[src/rtl/uart_tx_pkg.sv]
// Shared types and constants for the UART transmit feeder.
// The feeder FSM state type and the default data width live here so that the FIFO and the feeder agree on them.
package uart_tx_pkg;

    localparam int DATA_WIDTH_DEFAULT = 8;

    // Busy appears 2 cycles after Data_Valid, so the acknowledge window needs at least 3 cycles.
    localparam int ACK_TIMEOUT_MIN = 3;

    typedef enum logic [1:0] {
        F_IDLE      = 2'd0,
        F_ISSUE     = 2'd1,
        F_WAIT_ACK  = 2'd2,
        F_WAIT_DONE = 2'd3
    } feeder_state_t;

endpackage

[src/rtl/uart_tx_fifo.sv]
// Single-clock byte FIFO with first-word-fall-through read data.
// The flags are registered from the next occupancy, so full, empty and level update on the same edge.
module uart_tx_fifo
    import uart_tx_pkg::*;
#(
    parameter int DATA_WIDTH = DATA_WIDTH_DEFAULT,
    parameter int DEPTH      = 8
) (
    input  logic                     CLK,
    input  logic                     RST,
    input  logic                     wr_en,
    input  logic [DATA_WIDTH-1:0]    wr_data,
    input  logic                     rd_en,
    output logic [DATA_WIDTH-1:0]    rd_data,
    output logic                     full,
    output logic                     empty,
    output logic [$clog2(DEPTH):0]   level
);

    localparam int AW = $clog2(DEPTH);

    logic [DATA_WIDTH-1:0] mem [DEPTH];
    logic [AW-1:0]         wr_ptr;
    logic [AW-1:0]         rd_ptr;
    logic [AW:0]           count;
    logic [AW:0]           count_nxt;
    logic                  do_wr;
    logic                  do_rd;

    assign do_wr   = wr_en && !full;
    assign do_rd   = rd_en && !empty;
    assign rd_data = mem[rd_ptr];
    assign level   = count;

    always_comb begin
        count_nxt = count + {{AW{1'b0}}, do_wr} - {{AW{1'b0}}, do_rd};
    end

    always_ff @(posedge CLK) begin
        if (do_wr) begin
            mem[wr_ptr] <= wr_data;
        end
    end

    // DEPTH is a power of two, so the pointers wrap on natural overflow.
    always_ff @(posedge CLK) begin
        if (RST) begin
            wr_ptr <= '0;
            rd_ptr <= '0;
            count  <= '0;
            full   <= 1'b0;
            empty  <= 1'b1;
        end else begin
            if (do_wr) begin
                wr_ptr <= wr_ptr + 1'b1;
            end
            if (do_rd) begin
                rd_ptr <= rd_ptr + 1'b1;
            end
            count <= count_nxt;
            full  <= (count_nxt == (AW+1)'(DEPTH));
            empty <= (count_nxt == '0);
        end
    end

endmodule

[src/rtl/uart_tx_feeder.sv]
// Feeds queued bytes to the UART transmit FSM one frame at a time and flags overflow or a missing acknowledge.
// state       | meaning
// F_IDLE      | waiting for a queued byte
// F_ISSUE     | pop the head, pulse Data_Valid, latch P_DATA
// F_WAIT_ACK  | waiting up to ACK_TIMEOUT cycles for Busy to rise
// F_WAIT_DONE | frame in flight, waiting for Busy to fall
module uart_tx_feeder
    import uart_tx_pkg::*;
#(
    parameter int DATA_WIDTH  = DATA_WIDTH_DEFAULT,
    parameter int DEPTH       = 8,
    parameter int ACK_TIMEOUT = 4
) (
    input  logic                     CLK,
    input  logic                     RST,
    input  logic                     wr_en,
    input  logic [DATA_WIDTH-1:0]    wr_data,
    output logic                     full,
    output logic                     empty,
    output logic [$clog2(DEPTH):0]   level,
    input  logic                     Busy,
    output logic                     Data_Valid,
    output logic [DATA_WIDTH-1:0]    P_DATA,
    output logic                     ovf_err,
    output logic                     ack_err,
    input  logic                     err_clr
);

    localparam int CW = (ACK_TIMEOUT > 1) ? $clog2(ACK_TIMEOUT) : 1;
    localparam logic [CW-1:0] ACK_TC = CW'(ACK_TIMEOUT - 1);

    if (ACK_TIMEOUT < ACK_TIMEOUT_MIN || DEPTH < 2) begin : g_bad_params
        $error("uart_tx_feeder: ACK_TIMEOUT or DEPTH below minimum");
    end

    feeder_state_t         state;
    logic [CW-1:0]         ack_cnt;
    logic [DATA_WIDTH-1:0] head;
    logic                  pop;
    logic                  ack_set;
    logic                  ovf_set;

    assign pop     = (state == F_ISSUE) && !empty;
    assign ack_set = (state == F_WAIT_ACK) && !Busy && (ack_cnt == ACK_TC);
    assign ovf_set = wr_en && full;

    uart_tx_fifo #(
        .DATA_WIDTH (DATA_WIDTH),
        .DEPTH      (DEPTH)
    ) u_fifo (
        .CLK     (CLK),
        .RST     (RST),
        .wr_en   (wr_en),
        .wr_data (wr_data),
        .rd_en   (pop),
        .rd_data (head),
        .full    (full),
        .empty   (empty),
        .level   (level)
    );

    always_ff @(posedge CLK) begin
        if (RST) begin
            state      <= F_IDLE;
            Data_Valid <= 1'b0;
            P_DATA     <= '0;
            ack_cnt    <= '0;
        end else begin
            Data_Valid <= 1'b0;
            case (state)
                F_IDLE: begin
                    if (!empty) begin
                        state <= F_ISSUE;
                    end
                end
                F_ISSUE: begin
                    if (!empty) begin
                        Data_Valid <= 1'b1;
                        P_DATA     <= head;
                        ack_cnt    <= '0;
                        state      <= F_WAIT_ACK;
                    end else begin
                        state <= F_IDLE;
                    end
                end
                F_WAIT_ACK: begin
                    if (Busy) begin
                        state <= F_WAIT_DONE;
                    end else if (ack_cnt == ACK_TC) begin
                        state <= F_IDLE;
                    end else begin
                        ack_cnt <= ack_cnt + 1'b1;
                    end
                end
                F_WAIT_DONE: begin
                    if (!Busy) begin
                        state <= F_IDLE;
                    end
                end
                default: state <= F_IDLE;
            endcase
        end
    end

    // A set condition in the same cycle as err_clr keeps the flag set.
    always_ff @(posedge CLK) begin
        if (RST) begin
            ovf_err <= 1'b0;
            ack_err <= 1'b0;
        end else begin
            ovf_err <= ovf_set || (ovf_err && !err_clr);
            ack_err <= ack_set || (ack_err && !err_clr);
        end
    end

endmodule

[config.mk]
export PLATFORM = sky130hd
export DESIGN_NAME = uart_tx_feeder
export DESIGN_NICKNAME = d
export VERILOG_FILES = /design/src/rtl/uart_tx_pkg.sv /design/src/rtl/uart_tx_fifo.sv /design/src/rtl/uart_tx_feeder.sv
export SDC_FILE = /design/constraint.sdc
export NUM_CORES = 1
export LEC_CHECK = 0
export ABC_CLOCK_PERIOD_IN_PS = 3400
export CORE_ASPECT_RATIO = 1.5
export CORE_MARGIN = 2
export CORE_UTILIZATION = 30
export DETAILED_ROUTE_END_ITERATION = 10
export DONT_BUFFER_PORTS = 1
export PLACE_DENSITY_LB_ADDON = 0.3
export SLEW_MARGIN = 20
export SYNTH_ARGS = -nofsm -noshare
export SYNTH_HDL_FRONTEND = slang
export SYNTH_SLANG_ARGS = --single-unit
[constraint.sdc]
create_clock -name CLK -period 3.4 [get_ports CLK]
set_input_delay 0.68 -clock CLK [delete_from_list [all_inputs] [get_ports CLK]]
set_output_delay 0.68 -clock CLK [all_outputs]
set_load 0.02 [all_outputs]
# Word level (Yosys, flattened, before mapping)
# Memories as Yosys holds them, arrays and structs flattened. A register that Yosys moved wholly into a read port is not among the register bits.
# Index checks and enable logic that the tools add are counted.
[classes] add_sub_neg=5 eq_ne=11 n_mux=13 bitwise_logic=2 reduce_logical=21
[ops] op="2-bit two-way mux" n=8
[ops] op="2-bit != test, second input constant" n=5
[ops] op="1-bit logical AND" n=8
[ops] op="2-bit one-hot mux with 4 select lines" n=1
[ops] op="3-bit by 1-bit adder with 3-bit output, second input constant" n=2
[ops] op="2-bit == test, second input constant" n=3
[ops] op="4-bit by 1-bit adder with 4-bit output" n=1
[ops] op="4-bit == test, second input constant" n=1
[ops] op="1-bit logical NOT" n=4
[ops] op="4-bit logical NOT" n=1
[ops] op="2-bit one-hot mux with 2 select lines" n=1
[ops] op="4-bit AND reduction" n=1
[ops] op="4-bit by 1-bit subtractor with 4-bit output" n=1
[ops] op="1-bit two-way mux" n=3
[ops] op="3-bit by 2-bit != test with 1-bit output, second input constant" n=1
[ops] op="3-bit AND reduction" n=1
[ops] op="2-bit by 1-bit adder with 2-bit output, second input constant" n=1
[ops] op="2-bit by 1-bit == test with 1-bit output, second input constant" n=1
[ops] op="2-bit logical NOT" n=1
[ops] op="1-bit logical OR" n=2
[ops] op="1-bit NOT" n=2
[ops] op="2-bit AND reduction" n=1
[ops] op="2-bit nonzero test" n=1
[ops] op="2-bit OR reduction" n=1
[word_totals] register_bits=19 mem_bits_rw=64 inputBits=13 output_inout_bits=17 n_memories=1
[memory_table] name="u_fifo.mem" words=8 word_bits=8 rd=1 rd_ports_with_merged_regs=1 write_ports=1 line="uart_tx_fifo.sv:22" source="logic [DATA_WIDTH-1:0] mem [DEPTH];"

# Depth between registers and ports, before layout
# Gate-level depths: netlist of run 1.
[logic_depth] word_depth=5 depth_mapped=9 depth_no_buf=9

# By module
# Synthesis of run 1 repeated with hierarchy kept, for this count alone.
[unflattened] hier_cells=233 hier_area_um2=3722.3
[modules_own_cells] module="uart_tx_fifo" n_inst=1 cells_each=169 area_per_inst_um2=3166.8 seq_area_each_um2=2222.1
[modules_own_cells] module="uart_tx_feeder" n_inst=1 cells_each=64 area_per_inst_um2=555.5 seq_area_each_um2=300.3

# Worst setup path after synthesis of run 1
# Ideal clock, no wire load.
[synth_timing] kind="reg-to-reg" startpoint="register u_fifo.empty" endpoint="register u_fifo.empty" arrival_ps=2021 path_slack_ps=1263 stages_incl_launch_ff=9 n_path_buf=0 period_less_slack_ps=2137 path_cell_list="dfxtp_1 -> nor3b_4 -> ha_1 -> inv_1 -> ha_1 -> inv_1 -> fa_1 -> xor2_1 -> a41o_1"
[synth_between] elab_chain_cells=5
[synth_rtl] element="start, declared" line="uart_tx_fifo.sv:16" source="output logic empty,"
[synth_rtl] element="start signal, assigned" line="uart_tx_fifo.sv:62" source="empty <= (count_nxt == '0);"
[synth_rtl] element="1-bit logical NOT" line="uart_tx_feeder.sv:43" source="assign pop = (state == F_ISSUE) && !empty;"
[synth_rtl] element="1-bit logical AND" line="uart_tx_feeder.sv:43"
[synth_rtl] element="named net pop" line="uart_tx_feeder.sv:39" source="logic pop;"
[synth_rtl] element="1-bit logical AND" line="uart_tx_fifo.sv:31" source="assign do_rd = rd_en && !empty;"
[synth_rtl] element="4-bit by 1-bit subtractor with 4-bit output" line="uart_tx_fifo.sv:36" source="count_nxt = count + {{AW{1'b0}}, do_wr} - {{AW{1'b0}}, do_rd};"
[synth_rtl] element="4-bit logical NOT" line="uart_tx_fifo.sv:62"
# The timed path passes the listed nets, and every way through them passes these cells.
# A chain may end at the register's enable or synchronous reset.

# Worst setup path after layout of run 1
[layout_timing] startpoint="register state[0]" endpoint="register u_fifo.full"
[layout_between] elab_chain_cells=5
[layout_rtl] element="start, declared" line="uart_tx_feeder.sv:36" source="feeder_state_t state;"
[layout_rtl] element="start signal, assigned" line="uart_tx_feeder.sv:64" source="state <= F_IDLE;"
[layout_rtl] element="start signal, assigned" line="uart_tx_feeder.sv:73" source="state <= F_ISSUE;"
[layout_rtl] element="start signal, assigned" line="uart_tx_feeder.sv:81" source="state <= F_WAIT_ACK;"
[layout_rtl] element="2-bit by 1-bit == test with 1-bit output" line="uart_tx_feeder.sv:43"
[layout_rtl] element="1-bit logical AND" line="uart_tx_feeder.sv:43"
[layout_rtl] element="named net pop" line="uart_tx_feeder.sv:39"
[layout_rtl] element="1-bit logical AND" line="uart_tx_fifo.sv:31"
[layout_rtl] element="4-bit by 1-bit subtractor with 4-bit output" line="uart_tx_fifo.sv:36"
[layout_rtl] element="4-bit == test" line="uart_tx_fifo.sv:61" source="full <= (count_nxt == (AW+1)'(DEPTH));"
[layout_rtl] element="end signal, assigned" line="uart_tx_fifo.sv:61"
[layout_rtl] element="end, declared" line="uart_tx_fifo.sv:15" source="output logic full,"
# The timed path passes the listed nets, and every way through them passes these cells.

==> summary.md, run 1 <==
| Metric | Value |
|---|---|
| Fin crit share | `0.705` |
| Routed len/inst | `17.0 µm` |
| Synth async-reset ratio | `0` |
| Diode count | `0` |
| Drt drc | `0` |
| Largest family of logic cells by synthesized area | `compound AO/OA/AOI/OAI gates` |
| Final Hold Fails | `0` |
| Routed wl met2 | `3.73 mm` |
| Met1 wire length | `2.80 mm` |
| Mux share of post-synthesis cell area | `0.0752` |
| RSZ-0062 raised after global routing | `false` |
| Design area | `4030 µm²` |
| Clock sinks | `91` |
| Hold_buf cts | `0` |
| XOR/XNOR Fraction of Synth Area | `0.0146` |
| DR vias/cell | `4.66` |
| Main synth FF type | `edfxtp_1` |
| Post-route minimum period | `2.40 ns` |
| VDD IR max | `0.400 mV` |
| Area grow syn2layout | `12.2%` |
| Clock Tree Buf Depth | `2` |
| Vias in the first global route | `2067` |
| Num CTS Buffers | `9` |
| Max cap viols | `0` |
| Hold depth | `1` |
| Relative slew slack | `0.410` |
| DR top layer | `met4` |
| Status | `finished, final reports clean` |
| CP Depth | `9` |
| Worst Reg-to-Reg Cells | `9` |
| Skew final | `0.00995 ns` |
| Largest net degree at the start of global routing | `43` |
| Dpl cell area | `3760 µm²` |
| Drt pass-1 iters | `4` |
| Clock-pin transition on the worst setup and hold timing paths | `0.06 ns` |
| Fraction of layout cells with a size suffix above 1 | `0.0927` |
| Met3 Routed Length | `335 µm` |
| Initial antenna violation count | `0` |
| Synth Area in Simple Gates | `0.0819` |
| Rows | `49` |
| Mean Syn Cell Area | `14.4 µm²` |
| Slowest cell delay on critical path | `0.43 ns` |
| Yosys synthesis warning count | `0` |
| Die Ht | `138 µm` |
| Worst EP arrival | `2.65 ns` |
| Final Core Density | `0.341` |
| CTS tree | `done` |
| Grt total ovfl | `0` |
| Endpoint type of the worst setup path | `register` |
| HP Class | `in2reg` |
| Worst skew pair latency | `0.34 ns` |
| Die area | `12900 µm²` |
| DP Wirelength | `4.52 mm` |
| Netlist Area Pre-Place | `3590 µm²` |
| Worst Tran Pin Value | `0.883 ns` |
| Vias | `1919` |
| CTS root buf | `clkbuf_16` |
| Cells after Synth | `249` |
| Global-route wire length before repair | `11.2 mm` |
| Final setup TNS | `0 ns` |
| Leakage power total | `1.31 nW` |
| PwrDens | `691 nW/µm²` |
| Max Clk Rate | `417 MHz` |
| Flops & latches, synth | `91` |
| CTS H-tree lvls | `3` |
| Ports | `30` |
| Setup-failing EPs final | `0` |
| Critical path class | `reg2reg` |
| Crit path cell chain | `nor3b_4 -> ha_1 -> inv_1 -> ha_1 -> inv_1 -> fa_1 -> xor2_1 -> nand3_1 -> nor3_1` |
| Chip width | `93.3 µm` |
| Setup crit start kind | `register` |
| Post-route ant nets | `0` |
| Distinct cells, synth | `34` |
| NumNets Final | `275` |
| CP top delay family | `adder cells` |
| Initial DRC Count | `80` |
| Worst path slowest cell | `nor3b_4` |
| Pins Over Slew Limit | `0` |
| Worst EP required | `3.65 ns` |
| Final Wtd Congestion | `0.691` |
| Final wirelength | `7.00 mm` |
| Core Footprint | `11800 µm²` |
| Overall global routing resource usage | `0.118` |
| Setup Buffers After CTS | `0` |
| Port Buffers | `0` |
| Net count after synthesis | `270` |
| Largest fanout on the critical path | `9` |
| Sequential area share after synthesis | `0.685` |
| Adder-Cell Fraction of Synth Area | `0.0300` |
| Buf/Inv on CP | `2` |
| FILL cells | `1151` |
| Synth Area in Compound Gates | `0.0839` |
| Post_cts resized | `0` |
| Post-synth EDFFs | `64` |
| Initial Util | `0.304` |
placed cells by master, fill, tap and decap left out, drive strengths merged, types with 2 or more instances in the layout:
cell type	Yosys	routed
a211oi	8	8
a21oi	14	14
a22oi	9	9
a32o	7	7
buf	8	6
clkbuf	4	11
clkinv	0	4
dfxtp	27	27
edfxtp	64	64
ha	7	7
inv	8	9
mux2i	27	27
nand2	6	6
nand2b	5	5
nor2	22	22
nor2b	10	10
nor3	4	4
nor3b	2	2
xnor2	2	2
xor2	4	4
logic make-up (layout without fill, tap and decap cells):
logic type | after synthesis | in the layout
AND/OR/NAND/NOR | 55 | 55
XOR/XNOR | 6 | 6
adder cells (fa/ha/maj) | 8 | 8
AO/OA/AOI/OAI | 42 | 42
multiplexers | 27 | 27
flip-flops | 91 | 91
buffers and inverters | 20 | 30
metal layers:
| metal | global-route usage | up-vias |
|---|---|---|
| li1 | - | 935 |
| met1 | 0.133 | 932 |
| met2 | 0.204 | 41 |
| met3 | 0.0371 | 11 |
| met4 | 0.0495 | 0 |
| met5 | 0 | - |
where the power goes:
| group | switching, mW | internal, mW | total [mW] | leakage, nW |
|---|---|---|---|---|
| Clock | 0.396 | 0.512 | 0.908 | 0.137 |
| Combinational | 0.220 | 0.197 | 0.417 | 0.372 |
| Sequential | 0.176 | 1.28 | 1.46 | 0.802 |
| Total | 0.792 | 1.99 | 2.78 | 1.31 |
metrics by stage:
| step | hold WS (ns) | std cells | power [mW] | worst slack (ns) |
|---|---|---|---|---|
| after floorplan | 0.436 | 249 | 1.81 | 1.26 |
| after global placement | 0.449 | 396 | 1.89 | 1.11 |
| after detailed placement | 0.446 | 396 | 1.91 | 1.01 |
| after CTS | 0.383 | 412 | 2.83 | 0.978 |
| after global routing | 0.380 | 412 | 2.95 | 0.758 |
| final | 0.401 | 412 | 2.78 | 1.00 |
cell type report:
class / count / area (µm²) / share of cell area
flip-flops and latches: 91 / 2470 / 0.612
multi-input cells: 138 / 1030 / 0.255
clock buffers: 11 / 243 / 0.0602
well taps: 153 / 191 / 0.0475
repair buffers: 6 / 45.0 / 0.0112
inverters: 8 / 30.0 / 0.00745
clock inverters: 5 / 28.8 / 0.00714
worst register-to-register path: cells and delay by family (launching register included):
kind                       cells  cell delay, ns
adders and majority gates      3            0.85
xor gates and xnor gates       1            0.23
buffers and inverters          2            0.12
and+or+nand+nor                3            0.70
DFF                            1            0.41
flip-flops by register name, indices dropped and copies added, names as in the netlist:
name	count
u_fifo.mem	64
P_DATA	8
u_fifo.level	4
u_fifo.rd_ptr	3
u_fifo.wr_ptr	3
ack_cnt	2
state	2
Data_Valid	1
ack_err	1
ovf_err	1
u_fifo.empty	1
u_fifo.full	1
cell usage after synthesis, types with 2 or more instances:
cell | n | area, µm²
a211oi_1 | 8 | 60.1
nor2_1 | 22 | 82.6
a21oi_1 | 14 | 70.1
nand2b_1 | 5 | 31.3
xnor2_1 | 2 | 17.5
dfxtp_1 | 27 | 541
a22oi_1 | 9 | 67.6
inv_1 | 8 | 30.0
nor3_1 | 4 | 20.0
nor2b_1 | 10 | 62.6
mux2i_1 | 27 | 270
buf_1 | 2 | 7.51
clkbuf_1 | 4 | 15.0
xor2_1 | 4 | 35.0
a32o_1 | 7 | 70.1
edfxtp_1 | 64 | 1920
buf_6 | 3 | 33.8
nand2_1 | 6 | 22.5
buf_2 | 2 | 10.0
ha_1 | 7 | 87.6
final timing paths:
path                            slack [ns]         endpoint        from
worst max-delay path                  1.00      u_fifo.full    state[0]
worst min-delay path                  0.40  u_fifo.level[1]         RST
worst max register to register        1.00      u_fifo.full    state[0]
worst min register to register        0.45       ack_cnt[1]  ack_cnt[1]
Note: power is estimated with default switching activity, not from simulation.
==> run 2, diff against run 1 <==
Settings changed: ABC_CLOCK_PERIOD_IN_PS 3400 to 2170.
Clock period 3.4 ns to 2.17 ns, I/O delays scaled along.
==> run 2 against run 1 <==
  * First-iteration DRC count rose by 6.3%
  * Hold slack got worse by 0.25 ns
  * Largest cell class unchanged
  * Critical endpoint is now u_fifo.empty
  * Register-to-register slack got worse by 0.82 ns
==> summary.md, run 2 (same netlist as run 1, synthesis figures left out) <==
| Metric | Value |
|---|---|
| VDD IR max | `0.612 mV (+53%)` |
| DR vias/cell | `4.69 (+0.61%)` |
| Routed len/inst | `16.7 µm (-1.6%)` |
| Core Footprint | `11800 µm² (unchanged)` |
| Critical path class | `reg2reg` |
| Clock Tree Buf Depth | `2 (unchanged)` |
| Final Wtd Congestion | `0.709 (+2.7%)` |
| Max cap viols | `0 (unchanged)` |
| Global-route wire length before repair | `11.1 mm (-0.93%)` |
| Commonest non-fill, non-tap cell in the layout | `edfxtp_1` |
| Chip width | `93.3 µm (unchanged)` |
| Skew final | `0.00685 ns (-0.00310 ns)` |
| Sequential Area | `2470 µm² (unchanged)` |
| PwrDens | `1090 nW/µm² (+58%)` |
| Post-route ant nets | `0 (unchanged)` |
| Clock-pin transition on the worst setup and hold timing paths | `0.06 ns (about the same)` |
| Grt total ovfl | `0 (unchanged)` |
| Worst Tran Pin Value | `0.546 ns (-0.337 ns)` |
| Initial antenna violation count | `0 (unchanged)` |
| Dpl ws | `0.108 ns (-0.897 ns)` |
| CTS root buf | `clkbuf_16` |
| Number of flip-flops in the largest register | `64 (unchanged)` |
| Worst EP required | `2.40 ns (-1.25 ns)` |
| Max Clk Rate | `502 MHz (+20%)` |
| DP Wirelength | `4.97 mm (+9.9%)` |
| Worst EP arrival | `2.22 ns (-0.43 ns)` |
| Die area | `12900 µm² (unchanged)` |
| Port Buffers | `0 (unchanged)` |
| Status | `finished, final reports clean` |
| Clock sinks | `91 (unchanged)` |
| Top reg by flops | `u_fifo.mem` |
| Ports | `30 (unchanged)` |
| Final wirelength | `7.19 mm (+2.7%)` |
| Most frequent cells in the layout | `64 x edfxtp_1, 27 x mux2i_1, 24 x dfxtp_1, 24 x buf_4, 22 x nor2_1` |
| Drt drc | `0 (unchanged)` |
| Fin crit share | `0.917 (+0.212)` |
| Setup crit start kind | `register` |
| Vias | `2015 (+5.0%)` |
| Area grow syn2layout | `16.9%` |
| Leakage power total | `1.41 nW (+7.6%)` |
| Setup-failing EPs final | `0 (unchanged)` |
| Final Hold Fails | `0 (unchanged)` |
| NumNets Final | `293 (+6.5%)` |
| Final setup TNS | `0 ns (unchanged)` |
| Endpoint type of the worst setup path | `register` |
| Relative slew slack | `0.631 (+0.221)` |
| Die Ht | `138 µm (unchanged)` |
| Drt pass-1 iters | `4 (unchanged)` |
| Post-route minimum period | `1.99 ns (-0.408 ns)` |
| RSZ-0062 raised after global routing | `false` |
| Rows | `49 (unchanged)` |
| Pins Over Slew Limit | `0 (unchanged)` |
| HP Class | `in2reg` |
| Vias in the first global route | `2105 (+1.8%)` |
| Num CTS Buffers | `9 (unchanged)` |
| Overall global routing resource usage | `0.118 (+0.000125)` |
| Area of the multi-input gates | `1040 µm² (+0.98%)` |
| Largest net degree at the start of global routing | `22 (-49%)` |
| FILL cells | `1141 (-0.87%)` |
| Initial Util | `0.304 (unchanged)` |
| Largest fanout on the critical path | `7 (-2)` |
| Worst skew pair latency | `0.34 ns (about the same)` |
| Final worst slack | `0.180 ns (-0.822 ns)` |
| Initial DRC Count | `85 (+6.3%)` |
| CTS H-tree lvls | `3 (unchanged)` |
| Fraction of layout cells with a size suffix above 1 | `0.162 (+0.0698)` |
| Setup Buffers After CTS | `0 (unchanged)` |
| CTS tree | `done` |
| Diode count | `0 (unchanged)` |
run 2: cell types whose count changed in the layout (fill, tap and decap cells not counted), moves of 2 or more:
cell      delta
dfxtp_1      -2
clkinv_2     -2
dfxtp_2      +3
buf_4       +18
run 2: worst paths after layout:
kind / cells past startpoint / slack (ns) / end / start
max: 8 / 0.18 / u_fifo.empty / state[1]
max reg2reg: 8 / 0.18 / u_fifo.empty / state[1]
min reg2reg: 2 / 0.46 / ack_cnt[1] / ack_cnt[1]
min: 1 / 0.16 / state[0] / RST
run 2: layer usage:
layer / GRT usage / vias to the layer above / wire length [µm]
met5: 0 / - / 0
met4: 0.0488 / 0 / 127
met3: 0.0398 / 9 / 279
met2: 0.209 / 38 / 3790
met1: 0.127 / 998 / 2990
li1: - / 970 / -
run 2: layout make-up:
type / instances / share of cell area
Sequential cell: 91 / 0.587
Multi-Input combinational cell: 138 / 0.247
Clock buffer: 12 / 0.0587
Tap cell: 153 / 0.0456
Timing Repair Buffer: 24 / 0.0429
Clock inverter: 4 / 0.0119
Inverter: 8 / 0.00715
run 2: stage by stage:
stage                     area [µm²]  hold WS (ns)  std cells  utilization  power (mW)
after global routing            4200         0.132        430        0.355        4.80
after floorplan                 3590         0.436        249            -        2.83
after global placement          3890         0.439        414        0.329        3.02
final                           4200         0.155        430        0.355        4.58
after CTS                       4190         0.142        430        0.354        4.60
after detailed placement        3890         0.459        414        0.329        3.05
run 2: repair_timing:
action                     in CTS  in global routing
hold buffers                    0                  0
resized for setup               0                  4
setup endpoints to repair       0                  2
run 2: power by group:
group / total (mW) / switching (mW) / internal (mW) / leakage (nW)
registers: 2.20 / 0.185 / 2.01 / 0.802
logic: 0.832 / 0.450 / 0.382 / 0.467
clock network: 1.55 / 0.626 / 0.925 / 0.141
run 2: critical path: stages (launching register included):
cell and delay (ns):
dfxtp_2 0.36, nor3b_4 0.22, ha_1 0.25, inv_1 0.06
ha_1 0.16, inv_1 0.06, fa_2 0.35, xor2_2 0.20
a41o_1 0.23
==> run 3, diff against run 2 <==
Settings changed: CORE_ASPECT_RATIO 1.5 to default.
==> run 3 against run 2 <==
  * Worst setup slack lost 0.078 ns
  * Clock skew is 0.00086 ns lower
  * Clock power fell by 5%
  * Hold slack lost 0.0018 ns
  * Non-clock buffer count down 7
  * Global-route usage is 0.53 points lower
  * Fmax shrank 3.8%
  * Critical path depth did not move
  * Utilization grew 0.28 points
  * Largest cell class unchanged
  * Clock-buffer cell count down 1
==> summary.md, run 3 (same netlist as run 1, synthesis figures left out) <==
| Metric | Value |
|---|---|
| NumNets Final | `286 (-2.4%)` |
| VDD IR max | `0.341 mV (-44%)` |
| Grt total ovfl | `0 (unchanged)` |
| Post-route ant nets | `0 (unchanged)` |
| Sequential power share | `0.486 (+0.006)` |
| Vias in the first global route | `1909 (-9.3%)` |
| Max cap viols | `0 (unchanged)` |
| Clock sinks | `91 (unchanged)` |
| Diode count | `0 (unchanged)` |
| Largest fanout on the critical path | `7 (unchanged)` |
| Rows | `39 (-20%)` |
| Critical path class | `reg2reg` |
| Worst Tran Pin Value | `0.510 ns (-0.0364 ns)` |
| Core Footprint | `11600 µm² (-2.3%)` |
| Worst EP required | `2.40 ns (about the same)` |
| Drt pass-1 iters | `4 (unchanged)` |
| DP Wirelength | `4.37 mm (-12%)` |
| Final Wtd Congestion | `0.710 (about the same)` |
| Setup crit start kind | `register` |
| Overall global routing resource usage | `0.113 (-0.00534)` |
| Commonest non-fill, non-tap cell in the layout | `edfxtp_1` |
| RSZ-0062 raised after global routing | `false` |
| Ports | `30 (unchanged)` |
| PwrDens | `1080 nW/µm² (-0.55%)` |
| Clock-pin transition on the worst setup and hold timing paths | `0.06 ns (about the same)` |
| Crit path cell chain | `nor3b_4 -> ha_1 -> inv_1 -> ha_1 -> inv_1 -> fa_1 -> xor2_2 -> a41o_1` |
| Worst skew pair latency | `0.34 ns (about the same)` |
| Fraction of layout cells with a size suffix above 1 | `0.144 (-0.0180)` |
| Logic pwr share | `0.186 (+0.004)` |
| Final worst slack | `0.101 ns (-0.0781 ns)` |
| Fin crit share | `0.953 (+0.0360)` |
| Initial Util | `0.311 (+0.00703)` |
| Setup-failing EPs final | `0 (unchanged)` |
| Worst EP arrival | `2.30 ns (+0.08 ns)` |
| Number of flip-flops in the largest register | `64 (unchanged)` |
| Final setup TNS | `0 ns (unchanged)` |
| Initial DRC Count | `77 (-9.4%)` |
| CTS H-tree lvls | `3 (unchanged)` |
| Top reg by flops | `u_fifo.mem` |
| FILL cells | `1079 (-5.4%)` |
| Drt drc | `0 (unchanged)` |
| Global-route wire length before repair | `10.6 mm (-4.3%)` |
| DR vias/cell | `4.65 (-0.84%)` |
| Final wirelength | `6.85 mm (-4.8%)` |
| Buf/Inv on CP | `2 (unchanged)` |
| Clk pwr share | `0.328 (-0.011)` |
| Final Hold Fails | `0 (unchanged)` |
| Skew final | `0.00599 ns (-0.000857 ns)` |
| Die Ht | `113 µm (-18%)` |
| Max Clk Rate | `483 MHz (-3.8%)` |
| Vias | `1919 (-4.8%)` |
| Relative slew slack | `0.655 (+0.0246)` |
| Routed len/inst | `16.6 µm (-0.86%)` |
| Hold_buf cts | `0 (unchanged)` |
| Most frequent cells in the layout | `64 x edfxtp_1, 27 x mux2i_1, 25 x dfxtp_1` |
| Dpl ws | `0.151 ns (+0.0432 ns)` |
| Port Buffers | `0 (unchanged)` |
| Num CTS Buffers | `9 (unchanged)` |
| Post-route minimum period | `2.07 ns (+0.0781 ns)` |
| HP Class | `in2reg` |
| Die area | `12900 µm² (-0.14%)` |
| Pins Over Slew Limit | `0 (unchanged)` |
| Slowest cell delay on critical path | `0.40 ns (+0.04 ns)` |
| Fraction of power spent switching nets | `0.281 (+0.00598)` |
| Largest net degree at the start of global routing | `43 (+95%)` |
| Area grow syn2layout | `15.2%` |
| CTS root buf | `clkbuf_16` |
| Chip width | `113 µm (+22%)` |
| Leakage power total | `1.37 nW (-2.7%)` |
| Switching power | `1.26 mW (about the same)` |
| CP top delay family | `adder cells` |
| Endpoint type of the worst setup path | `register` |
| Initial antenna violation count | `0 (unchanged)` |
| Clock Tree Buf Depth | `2 (unchanged)` |
| Status | `finished, final reports clean` |
| CTS tree | `done` |
| Pint | `3.22 mW (-2.8%)` |
| Worst path slowest cell | `fa_1` |
## run 3: cell types whose count changed in the layout (fill, tap and decap cells not counted), sizes merged
| cell | change |
|---|---|
| buf | -7 |
| clkinv | +2 |
| bufinv | -1 |
| clkbuf | -1 |
| clkinvlp | +1 |
| inv | -1 |
## run 3: layer usage
layer / up-vias / global-route usage / routed length [µm]
met1: 925 / 0.147 / 3330
met5: - / 0 / 0
met2: 23 / 0.170 / 3050
met4: 0 / 0.0707 / 196
met3: 11 / 0.0282 / 272
li1: 960 / - / -
## run 3: cell type report
| cell class | instances | area [µm²] | area share |
|---|---|---|---|
| Sequential cell | 91 | 2460 | 0.596 |
| Multi-Input combinational cell | 138 | 1030 | 0.250 |
| Clock buffer | 11 | 253 | 0.0611 |
| Tap cell | 143 | 179 | 0.0432 |
| Timing Repair Buffer | 17 | 140 | 0.0339 |
| Clock inverter | 5 | 37.5 | 0.00907 |
| Inverter | 8 | 30.0 | 0.00726 |
## run 3: per-stage QoR
stage / utilization / area, µm² / total power [mW] / hold slack [ns] / instances
3_5_place_dp: 0.332 / 3840 / 3.03 / 0.451 / 397
5_1_grt: 0.358 / 4140 / 4.71 / 0.140 / 413
2_1_floorplan: - / 3590 / 2.83 / 0.436 / 249
3_3_place_gp: 0.332 / 3840 / 3.02 / 0.439 / 397
4_1_cts: 0.357 / 4130 / 4.51 / 0.140 / 413
6_report: 0.358 / 4140 / 4.49 / 0.153 / 413
## run 3: path summary, 6_finish.rpt
check | to | cells after the start | from | slack, ns
worst max-delay path | u_fifo.empty | 8 | state[1] | 0.10
worst min-delay path | u_fifo.rd_ptr[0] | 1 | RST | 0.15
worst min register to register | ack_cnt[1] | 2 | ack_cnt[1] | 0.46
worst max register to register | u_fifo.empty | 8 | state[1] | 0.10
## run 3: worst register-to-register path, cell delays in order (launching register included)
cell and delay (ns):
dfxtp_1 0.38, nor3b_4 0.23, ha_1 0.25, inv_1 0.06
ha_1 0.16, inv_1 0.05, fa_1 0.40, xor2_2 0.18
a41o_1 0.24
## run 3: timing repair
item,4_1_cts,5_1_grt
buffers inserted,0,0
resized for setup,0,2
setup endpoints to repair,0,2
## run 3: power groups by stage
stage	clock network, mW	registers (mW)	logic (mW)
after detailed placement	0	2.22	0.812
after floorplan	0	2.22	0.619
after global routing	1.58	2.20	0.932
final	1.47	2.18	0.833
after global placement	0	2.22	0.804
after CTS	1.51	2.18	0.818
